==> src/rtl/life_pkg.sv <==
// Shared types and constants for the Game of Life sequencer.
package life_pkg;

  typedef enum logic [1:0] {
    SEED  = 2'd0,
    RUN   = 2'd1,
    PAUSE = 2'd2,
    HALT  = 2'd3
  } life_state_e;

  localparam int unsigned ROWS  = 8;
  localparam int unsigned ROW_W = 3;

  // Next seed row index, wrapping from the last row back to row 0.
  function automatic logic [ROW_W-1:0] next_row(input logic [ROW_W-1:0] row);
    return (row == ROW_W'(ROWS - 1)) ? '0 : row + ROW_W'(1);
  endfunction

endpackage

==> src/rtl/life_controller_gen_tick.sv <==
// Generation pacing divider: counts 0..TICK_DIV-1 while enabled.
module gen_tick #(
  parameter  int unsigned TICK_DIV = 25_000_000,
  localparam int unsigned TICK_W   = $clog2(TICK_DIV)
) (
  input  logic              clk,
  input  logic              reset,
  input  logic              en,
  input  logic              clr,
  output logic [TICK_W-1:0] tick,
  output logic              wrap_c
);

  // Last count of the period while enabled.
  assign wrap_c = en && (tick == TICK_W'(TICK_DIV - 1));

  // Divider counter; clear wins over enable, holds when disabled.
  always_ff @(posedge clk or negedge reset) begin
    if (!reset) begin
      tick <= '0;
    end else if (clr) begin
      tick <= '0;
    end else if (en) begin
      tick <= wrap_c ? '0 : tick + TICK_W'(1);
    end
  end

endmodule

==> src/rtl/life_controller.sv <==
// Top-level sequencer: seed entry, generation pacing, pause/resume, clear, halt.
module life_controller
  import life_pkg::*;
#(
  parameter int unsigned TICK_DIV = 25_000_000,
  parameter int unsigned GEN_W    = 8
) (
  input  logic             clk,
  input  logic             reset,
  input  logic             next,
  input  logic             start,
  input  logic             clear,
  input  logic             alive,
  output logic             seed_we,
  output logic [ROW_W-1:0] seed_row,
  output logic             step,
  output logic             board_clr,
  output logic [GEN_W-1:0] gen_count,
  output life_state_e      state
);

  localparam int unsigned TICK_W = $clog2(TICK_DIV);

  logic              next_q;
  logic              start_q;
  logic [TICK_W-1:0] tick;
  logic              wrap_c;
  logic              tick_en_c;
  logic              tick_clr_c;
  logic              next_rise_c;
  logic              start_fall_c;
  logic              alive_chk_c;

  assign next_rise_c  = next & ~next_q;
  assign start_fall_c = start_q & ~start;

  // Tick only advances in RUN; it is held at zero in SEED so every run starts fresh.
  assign tick_en_c  = (state == RUN);
  assign tick_clr_c = clear || (state == SEED);

  // Board population is meaningful one cycle after the datapath consumed a step.
  assign alive_chk_c = (tick == TICK_W'(1)) && (gen_count != '0);

  gen_tick #(
    .TICK_DIV (TICK_DIV)
  ) u_gen_tick (
    .clk    (clk),
    .reset  (reset),
    .en     (tick_en_c),
    .clr    (tick_clr_c),
    .tick   (tick),
    .wrap_c (wrap_c)
  );

  // Sequencer state, row/generation counters and registered strobes.
  always_ff @(posedge clk or negedge reset) begin
    if (!reset) begin
      state     <= SEED;
      seed_row  <= '0;
      gen_count <= '0;
      seed_we   <= 1'b0;
      step      <= 1'b0;
      board_clr <= 1'b0;
      next_q    <= 1'b1;
      start_q   <= 1'b0;
    end else begin
      next_q    <= next;
      start_q   <= start;
      seed_we   <= 1'b0;
      step      <= 1'b0;
      board_clr <= 1'b0;

      // Row index advances only after the write strobe has been presented with it.
      if (seed_we) begin
        seed_row <= next_row(seed_row);
      end

      if (clear) begin
        board_clr <= 1'b1;
        state     <= SEED;
        seed_row  <= '0;
        gen_count <= '0;
      end else begin
        case (state)
          SEED: begin
            if (next_rise_c) begin
              seed_we <= 1'b1;
            end
            if (start) begin
              state <= RUN;
            end
          end
          RUN: begin
            if (wrap_c) begin
              step <= 1'b1;
              if (gen_count != '1) begin
                gen_count <= gen_count + GEN_W'(1);
              end
            end
            if (alive_chk_c && !alive) begin
              state <= HALT;
            end else if (!start) begin
              state <= PAUSE;
            end
          end
          PAUSE: begin
            if (start) begin
              state <= RUN;
            end
          end
          HALT: begin
            if (start_fall_c) begin
              state    <= SEED;
              seed_row <= '0;
            end
          end
          default: begin
            state <= SEED;
          end
        endcase
      end
    end
  end

endmodule

==> config.mk <==
export PLATFORM = sky130hd
export DESIGN_NAME = life_controller
export DESIGN_NICKNAME = d
export VERILOG_FILES = /design/src/rtl/life_pkg.sv /design/src/rtl/life_controller_gen_tick.sv /design/src/rtl/life_controller.sv
export SDC_FILE = /design/constraint.sdc
export NUM_CORES = 1
export LEC_CHECK = 0
export CORE_MARGIN = 3
export CORE_UTILIZATION = 50
export DETAILED_ROUTE_END_ITERATION = 8
export PLACE_DENSITY = 0.73
export SETUP_SLACK_MARGIN = 0.05
export SLEW_MARGIN = 20
export SYNTH_ARGS = -nofsm -noshare
export SYNTH_HDL_FRONTEND = slang
export SYNTH_SLANG_ARGS = --single-unit
export TNS_END_PERCENT = 20
==> constraint.sdc <==
create_clock -name clk -period 5.3 [get_ports clk]
set_clock_uncertainty 0.15 [all_clocks]
set_input_delay 0.53 -clock clk [delete_from_list [all_inputs] [get_ports clk]]
set_output_delay 0.53 -clock clk [all_outputs]
set_load 0.1 [all_outputs]
==> out/results.tsv <==
metric	value	unit
status	completed	
clock insertion delay at the later pin of the skew report	0.30	ns
worst stage delay on the critical path	1.21	ns
sequential area share after synthesis	44.04	%
critical path's slowest cell	clkdlybuf4s50_1	
worst path arrival time	2.07	ns
Initial Utilization	53.95	%
Die Y	75.95	µm
initial antenna violation count	0	
post_cts resized	0	
post-synthesis net count	278	
Pre-antenna DRT Iters	5	
predominant post-synthesis flop cell	dfrtp_1	
critical path class	flip-flop to primary output	
Post-synth ARST share	100.0	%
Final Cycle Share	51.83	%
number of top-level pins	22	
Slew Viols, Final	0	
R2R Path Start	state[1]$_DFFE_PN0P_	
fillcell total	382	
maxcap violations	0	
post-synth cell types	53	
multi-input logic area	1255	µm²
DRT antenna net count	0	
placed insts	339	
top cell family by delay on the critical path	buffers and inverters	
gr usage total	19.12	%
first-pass GRT wire length	9.094	mm
worst-case vdd ir drop	0.1481	mV
Synth Register Bits	43	
Max Freq	364.0	MHz
die area	5768	µm²
worst-path cell chain	clkdlybuf4s50_1	
Leak	1.112	nW
H-Tree Depth	2	
Area growth, synth to finish	14.17	%
Cell Rows	24	
Post-synth EDFFs	0	
Hold Path Class	input pin to async pin	
Residual DRC	0	
die width	75.95	µm
core area	4534	µm²
RePlAce Congestion	0.8325	
ANT cells	0	
Critical Path Start Type	flip-flop	
fin nets	293	
CTS tree	built	
post-detail-place hpwl	3.734	mm
Avg WL per Cell	15.21	µm
R2R setup slack	2.86	ns
power per standard cell area	232.3	nW/µm²
pin count of the biggest net entering global routing	44	
total gr overflow	0	
setup TNS	0	ns
number of global-route vias before repair	1835	
crit path buf inv count	1	
Slew @ Worst Pin	0.9695	ns
Avg Synthesized Cell Area	9.196	µm²
Reg2Reg Depth	6	
Post-CTS Setup Bufs	0	
final hold vios	0	
DRT iter0 DRCs	180	
total power	0.6488	mW
Synth Instances	266	
CTS Buf Count	5	
aggregate routed wire length	5.279	mm
Worst Path Max Fanout	12	
Vias	2076	
clock-pin slew on the worst setup and hold paths	0.08	ns
Finished Layout Cells	347	
detailed-route vias per instance	5.983	
root buf cell	clkbuf_8	
min cycle time layout	2.747	ns
Worst slew margin	35.17	%
# port buffers	21	
RSZ-0062 raised after global routing	false	
ratio of cells with drive above 1 in the final layout	8.511	%
yosys warns	0	
Crit path required time	4.62	ns
end of the worst register-to-register path	u_gen_tick.tick[24]$_DFFE_PN0P_	
Critical Path Sink Type	primary output	
CTS max path bufs	2	
Hold-fix buffers, CTS	0	
Final setup viols	0	
worst hold margin	0.2241	ns
post-synthesis cell area	2446	µm²
register area	1077	µm²
CTS sink count	43	
-- layout by cell type, fill, tap and decap left out, types with 7 or more instances in the layout --
master and instances:
a21oi_1 19, dfrtp_1 42, nand3_1 22, o21ai_0 8, clkdlybuf4s50_1 20, nor3_1 7
or3_1 7, a31oi_1 13, nand2_1 20, nor2_1 19, inv_1 13
-- power breakdown --
part	switching (mW)	total [mW]	internal, mW
clock	0.113	0.265	0.153
sequential	0.00479	0.336	0.332
combinational	0.0337	0.0471	0.0134
total	0.151	0.649	0.497
-- cells by family (layout without fill, tap and decap cells) --
| group | after synthesis | count (layout) | synth area share (%) |
|---|---|---|---|
| AO/OA/AOI/OAI | 60 | 60 | 15.65 |
| buffers and inverters | 27 | 43 | 4.655 |
| adder cells (fa/ha/maj) | 6 | 6 | 3.069 |
| multiplexers | 6 | 6 | 2.506 |
| AND/OR/NAND/NOR | 123 | 123 | 29.72 |
| XOR/XNOR | 1 | 1 | 0.3581 |
| flip-flops | 43 | 43 | 44.04 |
-- metrics by stage --
step                setup slack [ns]  cell area (µm²)  util [%]
finish                         2.553             2793     61.59
detailed placement             2.562             2675     59.00
CTS                            2.541             2793     61.59
global placement               2.599             2675     59.00
floorplan                      2.526             2446         -
global route                   2.469             2793     61.59
-- registers in the layout, indices dropped and copies added, names as in the netlist --
register and flops:
u_gen_tick.tick 25, gen_count 8, seed_row 3, state 2
board_clr 1, next_q 1, seed_we 1, start_q 1
step 1
-- worst max-delay path by stage --
stage	startpoint	to	slack [ns]	cells past startpoint
floorplan	state[0]$_DFFE_PN0P_	gen_count[5]$_DFFE_PN0P_	2.53	6
global placement	clear	u_gen_tick.tick[22]$_DFFE_PN0P_	2.60	4
detailed placement	clear	u_gen_tick.tick[4]$_DFFE_PN0P_	2.56	4
CTS	state[1]$_DFFE_PN0P_	state[1]	2.54	1
global route	state[1]$_DFFE_PN0P_	state[1]	2.47	1
finish	state[1]$_DFFE_PN0P_	state[1]	2.55	1
-- Yosys cell counts (2+ instances only) --
library cell / number / share of area (%)
clkbuf_1: 5 / 0.77
nand3_1: 22 / 4.5
inv_1: 13 / 2.0
nor4_1: 6 / 1.5
nand4_1: 6 / 1.5
or3_1: 7 / 1.8
o21ai_0: 8 / 1.6
or4_4: 2 / 0.92
mux2i_1: 5 / 2.0
nand2_1: 20 / 3.1
a31oi_1: 13 / 3.3
a31o_2: 2 / 0.72
buf_2: 7 / 1.4
nor4_4: 2 / 1.7
and4_1: 2 / 0.72
nand2b_1: 6 / 1.5
ha_1: 6 / 3.1
dfrtp_1: 42 / 43
or4_1: 4 / 1.2
o21bai_1: 2 / 0.61
a41oi_1: 3 / 1.1
and3_1: 4 / 1.0
a21oi_1: 19 / 3.9
nor2_1: 19 / 2.9
nor2b_1: 5 / 1.3
nor3_1: 7 / 1.4
nor4b_1: 2 / 0.72
o31ai_1: 2 / 0.61
-- cell type report --
cell class	count	area share, %
clock inverter	2	1.254
inverter	13	1.747
clock buffer	6	2.957
timing repair buffer	22	7.616
tap	65	2.912
multi-input combinational	196	44.94
sequential	43	38.58
-- per-layer routing --
layer	up-vias	global-route usage (%)	share of wire, %
li1	1020	-	-
met2	31	27.75	46
met4	0	6.703	1.4
met1	1020	29.22	49
met5	-	0	0
met3	5	2.607	3.0
(Power assumes the default switching activity.)
